**config.mk**
```make
export PLATFORM = sky130hd
export DESIGN_NAME = interleave_ram_ctrl
export DESIGN_NICKNAME = d
export VERILOG_FILES = /design/src/rtl/interleave_ram_ctrl.sv
export SDC_FILE = /design/constraint.sdc
export NUM_CORES = 1
export LEC_CHECK = 0
export ABC_AREA = 0
export CAP_MARGIN = 20
export CELL_PAD_IN_SITES_DETAIL_PLACEMENT = 2
export CELL_PAD_IN_SITES_GLOBAL_PLACEMENT = 2
export CORE_MARGIN = 2
export CORE_UTILIZATION = 39
export CTS_BUF_LIST = sky130_fd_sc_hd__clkbuf_16
export DETAILED_ROUTE_END_ITERATION = 12
export PLACE_DENSITY = 0.93
export SYNTH_ARGS = -nofsm -noshare
export SYNTH_HDL_FRONTEND = slang
export SYNTH_SLANG_ARGS = --single-unit
export TNS_END_PERCENT = 10
```
**constraint.sdc**
```tcl
create_clock -name clk -period 21.5 [get_ports clk]
set_input_delay 2.15 -clock clk [delete_from_list [all_inputs] [get_ports clk]]
set_output_delay 2.15 -clock clk [all_outputs]
set_load 0.01 [all_outputs]
```
**src/rtl/interleave_ram_ctrl.sv**
```systemverilog
// Interleaver RAM sequencer: permuted bit-serial writes into two ping-pong banks of
// subcarrier words, and one-word-per-handshake reads of a completed bank to the mapper.
module interleave_ram_ctrl #(
  parameter int unsigned N_SC = 48
) (
  input  logic       clk,
  input  logic       rst,
  input  logic [1:0] mod_i,
  input  logic       flush_i,
  input  logic       in_valid,
  input  logic       in_bit,
  output logic       in_ready,
  output logic [9:0] ram_waddr,
  output logic       ram_wen,
  output logic       ram_wdata,
  output logic [6:0] ram_raddr,
  output logic       out_valid,
  input  logic       out_ready,
  output logic       out_last,
  output logic [1:0] out_mod
);
  localparam int unsigned KW = 9;
  localparam int unsigned RW = 6;

  logic [1:0]      full;
  logic [1:0][1:0] bank_mod;
  logic            wb;
  logic            rb;
  logic [KW-1:0]   k;
  logic [RW-1:0]   r;

  logic [1:0]    mod_cur;
  logic [KW-1:0] cbps;
  logic [4:0]    cbps16;
  logic [KW-1:0] i;
  logic [KW-1:0] i3;
  logic [KW-1:0] i12;
  logic [KW-1:0] i18;
  logic [1:0]    rr64;
  logic          b16;
  logic [KW-1:0] j16;
  logic [5:0]    sc;
  logic [2:0]    bp;
  logic          accept;
  logic          last_bit;
  logic          rd;

  // The first bit of a symbol sees mod_i before it is latched into the bank
  assign mod_cur = (k == '0) ? mod_i : bank_mod[wb];

  always_comb begin
    cbps   = KW'(48);
    cbps16 = 5'd3;
    case (mod_cur)
      2'd1: begin cbps = KW'(96);  cbps16 = 5'd6;  end
      2'd2: begin cbps = KW'(192); cbps16 = 5'd12; end
      2'd3: begin cbps = KW'(288); cbps16 = 5'd18; end
      default: ;
    endcase
  end

  // First permutation, then the floor(16i/N_CBPS) term is i / (N_CBPS/16)
  assign i    = KW'(cbps16) * KW'(k[3:0]) + KW'(k[8:4]);
  assign i3   = i / KW'(3);
  assign i12  = i / KW'(12);
  assign i18  = i / KW'(18);
  assign rr64 = 2'((i - i18) % KW'(3));
  assign b16  = 1'(i - i12);
  assign j16  = {i[8:1], b16};

  // Split j into subcarrier and bit position; for 64QAM j/6 == (i/3)/2
  always_comb begin
    sc = 6'(i);
    bp = 3'd0;
    case (mod_cur)
      2'd1: begin sc = 6'(i >> 1);   bp = {2'b00, i[0]}; end
      2'd2: begin sc = 6'(j16 >> 2); bp = {1'b0, j16[1:0]}; end
      2'd3: begin
        sc = 6'(i3 >> 1);
        bp = i3[0] ? 3'd3 + 3'(rr64) : 3'(rr64);
      end
      default: ;
    endcase
  end

  assign in_ready  = !full[wb] && !rst && !flush_i;
  assign accept    = in_valid && in_ready;
  assign ram_wen   = accept;
  assign ram_wdata = in_bit;
  assign ram_waddr = {wb, sc, bp};
  assign last_bit  = (k == cbps - KW'(1));

  assign out_valid = full[rb];
  assign ram_raddr = {rb, r};
  assign out_last  = (r == RW'(N_SC - 1));
  assign out_mod   = bank_mod[rb];
  assign rd        = out_valid && out_ready;

  // Write and read completions always hit different banks, so both may land together
  always_ff @(posedge clk) begin
    if (rst || flush_i) begin
      full     <= '0;
      bank_mod <= '0;
      wb       <= 1'b0;
      rb       <= 1'b0;
      k        <= '0;
      r        <= '0;
    end else begin
      if (accept) begin
        if (k == '0) bank_mod[wb] <= mod_i;
        if (last_bit) begin
          k        <= '0;
          full[wb] <= 1'b1;
          wb       <= ~wb;
        end else begin
          k <= k + KW'(1);
        end
      end
      if (rd) begin
        if (out_last) begin
          r        <= '0;
          full[rb] <= 1'b0;
          rb       <= ~rb;
        end else begin
          r <= r + RW'(1);
        end
      end
    end
  end

endmodule

```
==> results list, run 1 <==
- Outcome: finished, final reports clean
- Area of placed instances: 5340 um^2
- Cell Pwr Density: 23.4 nW/um^2
- The finished cells cover 5420 um^2.
- Number of top-level design ports: 32
- Class of the tightest hold or removal check: reg -> reg
- GRT Residual Overflow: 0
* GRT Total Usage: 0.296
- Buffers inserted during clock tree synthesis total 3.
- After synthesis the netlist holds a flip-flop and latch count of 23.
* Post-layout nets: 733
- DRC violation total after the first TritonRoute iteration: 238
- The die is 117 um wide.
- Pin count of the biggest net entering global routing: 29
- CTS clk-pin slew, worst paths: 70 ps
- CORE AREA: 12,600 um^2
- Clk root buf: clkbuf_16
* Library cell appearing most often on the critical path: ha_1
* CTS tree: yes
- Summed over all cells, the static leakage comes to 2.30 nW.
- In this run, synthesis inferred 0 flip-flops with an integrated enable.
- Measured in cells, the most critical reg-to-reg path has a length of 11.
* Routed Wire Length: between 20,000 and 25,000 um
* Number of hold-slack violations in the final timing report: 0
- Number of global-route vias before repair: approximately 6,000
- After synthesis, the mean cell area works out to between 7 and 8 um^2.
- Syn Nets: 736
- Using the TritonRoute via totals, the vias-per-cell ratio works out to approximately 6.4.
- By startpoint and endpoint, the worst setup path is classified as in -> out.
- STA puts the critical path data required time at slightly below 20,000 ps.
* Number of diodes added for antenna fixing: 0
- Starting density of the core: 0.397
- Non-filler cells in the finished layout: 846
* Instance count after placement with tap cells included: ~840
- The die covers 13,700 um^2.
- Setup violations remaining at the end of the flow were counted as 0.
- The detail route stage leaves a number of antenna-violating nets equal to 0.
- VDD IR max: roughly 34 uV
- Setup repair after global routing left no endpoint under its margin.
- Arrival time at the worst endpoint: 16,850 ps
* Total number of clock tree sinks: 23
- In this run the worst setup path begins at mod_i[0].
- Slowest stage cell on the critical path: ha_1
* Launch instance of the worst register-to-register path: k[0]
* Router iterations before antenna repair: 5
- In this run the core area contains 41 standard-cell rows.
- At the end of routability-driven placement, the weighted congestion stood at between 0.8 and 0.9.
- Count of unique library cells instantiated by Yosys: 92
- End of the critical path: ram_waddr[1]
- Maximum fanout count along the critical path: 22
- Across the run, the number of max-cap violations was 0.
- R2R Path End: k[8]
- The number of slew-limit violations in the final report is 0.
- In the finished design, the share of the clock period the worst path needs comes to 0.884.
- Most used flip-flop cell after synthesis: dfxtp_1
* Yosys warning total: 0
- For this run, the slowest stage of the critical path takes 810 ps.
* Routed len/inst: 23.7 um
- In this run the register-to-register setup slack is roughly 17,000 ps.
- DRC violation count after routing: 0
* Layout cells sized above 1: 0.0994
* Crit start category: primary input
- Measured on the finished design, the core utilization comes to 0.431.
- Synthesized instance count: 678
- Post-synthesis async set-or-reset flop share: 0
- Commonest non-fill, non-tap cell in the layout: nor2_1
- After synthesis the cells add up to 4990 um^2.
- Total of cells resized after clock tree synthesis: 0
* Initial antenna violation count: 0
- Layout overhead on the synthesized area: 8.60%
* Most frequent cells in the layout: nor2_1 (73), nand2_1 (62), inv_1 (40), ha_1 (39), nand3_1 (32)
- The worst hold path begins at bank_mod[3].
- H-tree levels: 1
- Postcts setup bufs: 0
* FMAX: 52.6 MHz
* Sequential element share of the synthesized area: 0.0923
* # port buffers: 29
- Dpl hpwl: 15,100 um
- For the pin with the worst max-slew slack, the measured transition is 966 ps.
- Headroom to the max-slew limit came out at 0.351.
* Element type at the critical path end: output pin
- Global-route wire length before repair: approximately 32,000 um
- Across all hold checks on the routed design, the worst slack comes to 566 ps.
* Height of the die: 117 um
- The smallest clock period supported by the final layout is computed as 19,000 ps.
- Clock tree buffer depth: 2
- For the final routed database, the setup TNS stands at 0 ps.
- Clock latency reported for the late side of the worst-skew pair: 260 ps
- Hold-fix buffer count after cts: 0
- For this block, the via count after detailed routing is between 5,000 and 6,000.
- Maximum clock skew at final layout: 9.40 ps
==> worst max-delay path: cells and delay by family <==
family / cells / cell delay (ps)
compound gates: 17 / 4750
xor+xnor: 2 / 440
fa+ha+maj: 11 / 4560
buf+inv: 6 / 1650
mux: 1 / 500
simple gates: 12 / 2760
==> synthesized netlist by cell type, types with 6 or more instances <==
library cell / n / area share
o31ai_1: 6 / 0.0090
o21ai_1: 10 / 0.010
o21ai_0: 23 / 0.023
buf_4: 6 / 0.0090
nand3_1: 32 / 0.032
xnor2_1: 23 / 0.040
mux2i_1: 13 / 0.026
and2_1: 14 / 0.018
or3_1: 6 / 0.0075
nand2b_1: 8 / 0.010
buf_2: 8 / 0.0080
dfxtp_1: 23 / 0.092
mux2_2: 6 / 0.014
a21o_1: 7 / 0.011
nand2_1: 62 / 0.047
a21oi_1: 31 / 0.031
nor2_1: 73 / 0.055
a22oi_1: 6 / 0.0090
clkbuf_1: 27 / 0.020
ha_1: 39 / 0.098
xor2_1: 15 / 0.026
nand4_1: 9 / 0.011
inv_1: 40 / 0.030
fa_1: 11 / 0.044
o22ai_1: 8 / 0.010
o221ai_1: 6 / 0.011
and3_1: 9 / 0.011
nor4_1: 6 / 0.0075
nor3_1: 23 / 0.023
==> flip-flops by register name (all words and copies together), names as in the netlist <==
signal	cells
k	9
r	6
bank_mod	4
full	2
rb	1
wb	1
==> per-layer routing <==
metal / part of all wire / wire length [um] / track usage
met4: 0.036 / 712 / 0.110
met3: 0.026 / 517 / 0.0309
met1: 0.41 / 8180 / 0.341
met2: 0.53 / 10600 / 0.563
met5: 0 / 0 / 0
==> through the flow <==
step	total power, mW	worst slack (ps)
after CTS	0.127	2560
after global placement	0.0819	4060
after floorplan	0.0731	6120
after detailed placement	0.0849	2760
final	0.127	2500
after global routing	0.132	1580
==> report_power, final <==
part	leakage (nW)	internal, mW	switching (mW)
Sequential	0.185	0.0427	0.000166
Clock	0.0409	0.0251	0.0168
Combinational	2.07	0.0164	0.0259
Total	2.30	0.0841	0.0429
==> how the worst min path moves through the flow <==
stage                  end  slack, ps  cells past startpoint
2_1_floorplan  bank_mod[2]        470                      2
3_3_place_gp          r[4]        500                      2
3_5_place_dp          r[4]        530                      2
4_1_cts        bank_mod[3]        570                      2
5_1_grt               r[4]        610                      2
6_report       bank_mod[3]        570                      2
==> final cells by class <==
cell class / count / area (um^2)
timing repair buffer: 35 / 335
multi-input combinational: 570 / 4170
clock buffer: 3 / 75.1
inverter: 42 / 158
sequential: 23 / 460
tap: 172 / 215
clock inverter: 1 / 5.00
fill: 1469 / 7150
==> kinds of logic after synthesis <==
| group | Yosys count | synth area share |
|---|---|---|
| AOI/OAI and AO/OA | 187 | 0.302 |
| and+or+nand+nor | 271 | 0.270 |
| xor gates and xnor gates | 41 | 0.0765 |
| adders and majority gates | 52 | 0.146 |
| buffers and inverters | 85 | 0.0735 |
| muxes | 19 | 0.0396 |
| DFF | 23 | 0.0923 |
(Power assumes the default switching activity.)
==> run 2, diff against run 1 <==
==> constraint.sdc (replaced) <==
create_clock -name clk -period 23 [get_ports clk]
set_input_delay 4.6 -clock clk [delete_from_list [all_inputs] [get_ports clk]]
set_output_delay 4.6 -clock clk [all_outputs]
set_load 0.01 [all_outputs]
==> run 2 against run 1 <==
  * Critical path depth rose by 5
  * Cell count rose by 1.7%
  * Count of clock-buffer cells in the layout did not move
  * Final area rose by 3.6%
==> results list, run 2 (same netlist as run 1, synthesis figures left out) <==
- The count of pins on the block boundary was 32 (unchanged).
- Worst path max stage delay: 550 ps (was 810 ps)
* Most frequent cells in the layout: nor2_1 (71), nand2_1 (62), inv_1 (40), ha_1 (37), nand3_1 (32) (was nor2_1 (73), nand2_1 (62), inv_1 (40), ha_1 (39), nand3_1 (32))
- Depth of the worst register-to-register path: 13 (was 11)
* Worst Hold End: r[1] (was bank_mod[3])
- The number of flip-flops in the largest register is 9 (unchanged).
- The launch point of the worst path was mod_i[1] (was mod_i[0]).
- Worst min-delay path startpoint: r[1] (was bank_mod[3])
- Hold-fix buffer count after cts: 0 (unchanged)
- The worst hold margin is 568 ps (was 566 ps).
- The count of vias placed by the detailed router is 5,553 (was 5,383).
* Pin count of the biggest net entering global routing: 29 (unchanged)
- The number of slew-limit violations in the final report came to 0 (unchanged).
- Core Rows: 41 (unchanged)
- The final wirelength is 22,000 um (was 20,000 um).
* Library cell appearing most often on the critical path: ha_1 (unchanged)
* # port buffers: 29 (unchanged)
- Timing would allow up to 44.3 MHz.
* Post-layout nets: 747 (was 733)
- VDD IR max: 49.9 uV (was 33.9 uV)
- Number of diodes added for antenna fixing: 0 (unchanged)
* Dpl hpwl: 15,500 um (was 15,100 um)
- The largest register by flop count is k (unchanged).
- The kind of start point of the critical path is a primary input (unchanged).
- The setup slack of the most critical reg-to-reg path is 19,140 ps (was 17,300 ps).
- Maximum Capacitance Violations: 0 (unchanged)
- Maximum clock skew at final layout: 13.7 ps (was 9.40 ps)
- The area of the core is 12,600 um^2 (unchanged).
- Starting density of the core: 0.397 (unchanged)
- Endpoints failing setup: 0 (unchanged)
* Crit path kind: in -> out (unchanged)
- Slew Limit Headroom: 0.355 (was 0.351)
- The post-detailed-route DRC marker count is 0 (unchanged).
- The endpoint class of the critical path is an output pin (unchanged).
* Class of the tightest hold or removal check: reg -> reg (unchanged)
- R2R Path End: k[4] (was k[8])
- The final number of hold-violating endpoints came to 0 (unchanged).
- The weighted congestion reported at the end of routability-driven placement is 0.892 (was 0.897).
* Critical path buffers and inverters: 9 (was 6)
* Number of fillers in the final layout: 1,438 (was 1,469)
* Post-layout total power: 0.124 mW (was 0.127 mW)
* Arrival time at the worst endpoint: 17,990 ps (was 16,850 ps)
- The number of buffers created by CTS is 3 (unchanged).
- The clock transition at the registers of the reported paths is 70 ps (about the same).
* H-tree levels: 1 (unchanged)
- The number of clock sinks was 23 (unchanged).
- The endpoint required time on the critical path is 18,400 ps (was 19,350 ps).
- The clock tree from TritonCTS is yes (unchanged).
- Number of global-route vias before repair: 5,807 (was 5,996)
- Routed len/inst: 25.6 um (was 23.7 um)
* Part of the cycle the worst path needs: 0.982
- Hold path depth: 2 (unchanged)
- Slew at the pin with the worst max-slew slack: 960 ps (was 966 ps)
- The total congestion overflow after global routing was 0 (unchanged).
- Router iterations before antenna repair: 5 (unchanged)
- Clk root buf: clkbuf_16 (unchanged)
- Maximum fanout count along the critical path: 20 (was 22)
* Initial antenna violation count: 0 (unchanged)
* GRT Total Usage: 0.294 (was 0.296)
* Launch instance of the worst register-to-register path: k[0] (unchanged)
* Clock tree buffer depth: 2 (unchanged)
- Top flop regs: k (9), r (6), bank_mod (4) (unchanged)
* Outcome: finished, final reports clean (unchanged)
- The first-pass GRT wire length was 31,600 um (was 32,000 um).
* Top delay family on crit path: adder cells (was compound AO/OA/AOI/OAI gates)
- Die width: 117 um (unchanged)
* Stages on the worst setup path: 54 (was 49)
- DRC violation total after the first TritonRoute iteration: 368 (was 238)
- The clock insertion delay at the later pin of the skew report is 280 ps (was 260 ps).
- The remaining number of nets flagged by the antenna check after routing was 0 (unchanged).
- Static leakage power: 2.36 nW (was 2.30 nW)
* Height of the die: 117 um (unchanged)
- The most common cell after layout, fill and taps aside is nor2_1 (unchanged).
- DIE AREA: 13,700 um^2 (unchanged)
- Min Tclk post-route: 22,590 ps
* Via-to-Cell Ratio: 6.46 (was 6.36)
- Layout overhead on the synthesized area: 12.5% (was 8.60%)
- The total power divided by cell area is 22.1 nW/um^2 (was 23.4 nW/um^2).
- Layout cells sized above 1: 0.131 (was 0.0994)
* Slowest stage cell on the critical path: fa_1 (was ha_1)
## run 2: cell types whose count changed in the layout (fill, tap and decap cells not counted), moves of 2 or more
cell     delta
buf_4      +13
ha_1        -2
ha_2        +2
nor2_1      -2
nor2_2      +2
o32ai_2     +2
## run 2: area by class of cell
class	instances	area (um^2)	area share
clock inverters	1	3.75	0.000669
multi-input cells	571	4270	0.760
flip-flops and latches	23	460	0.0820
inverters	42	161	0.0287
clock buffers	3	75.1	0.0134
repair buffers	48	433	0.0771
well taps	172	215	0.0383
## run 2: stage by stage
step           area [um^2]  instances  setup WS, ps  TNS, ps   util
6_report              5610        860           406        0  0.447
5_1_grt               5610        860          -228     -244  0.447
4_1_cts               5450        850          41.8        0  0.433
3_5_place_dp          5370        846          83.3        0  0.427
3_3_place_gp          5370        846          1270        0  0.427
2_1_floorplan         4990        678          2720        0      -
## run 2: report_power, final
part,internal [mW],total (mW),switching [mW]
logic,0.0169,0.0432,0.0263
registers,0.0399,0.0401,0.000189
clock network,0.0234,0.0406,0.0172
## run 2: worst max-delay path by stage
| stage | end | slack (ps) |
|---|---|---|
| 4_1_cts | ram_waddr[1] | 40 |
| 2_1_floorplan | ram_waddr[1] | 2720 |
| 3_5_place_dp | ram_waddr[1] | 80 |
| 6_report | ram_waddr[1] | 410 |
| 5_1_grt | ram_waddr[1] | -230 |
| 3_3_place_gp | ram_waddr[1] | 1270 |
## run 2: timing repair
action	4_1_cts	5_1_grt
endpoints found under the hold margin	0	0
buffers inserted	0	9
setup endpoints to repair	0	3
gates resized for setup	0	14
## run 2: per-layer routing
layer,global-route usage,share of wire
met1,0.344,0.40
met2,0.556,0.53
met3,0.0330,0.029
met4,0.0988,0.043
met5,0,0
## run 2: worst min-delay path, stage by stage, from the launching register on
cell,delay [ps]
dfxtp_1,340
mux2i_1,130
nor2_1,60
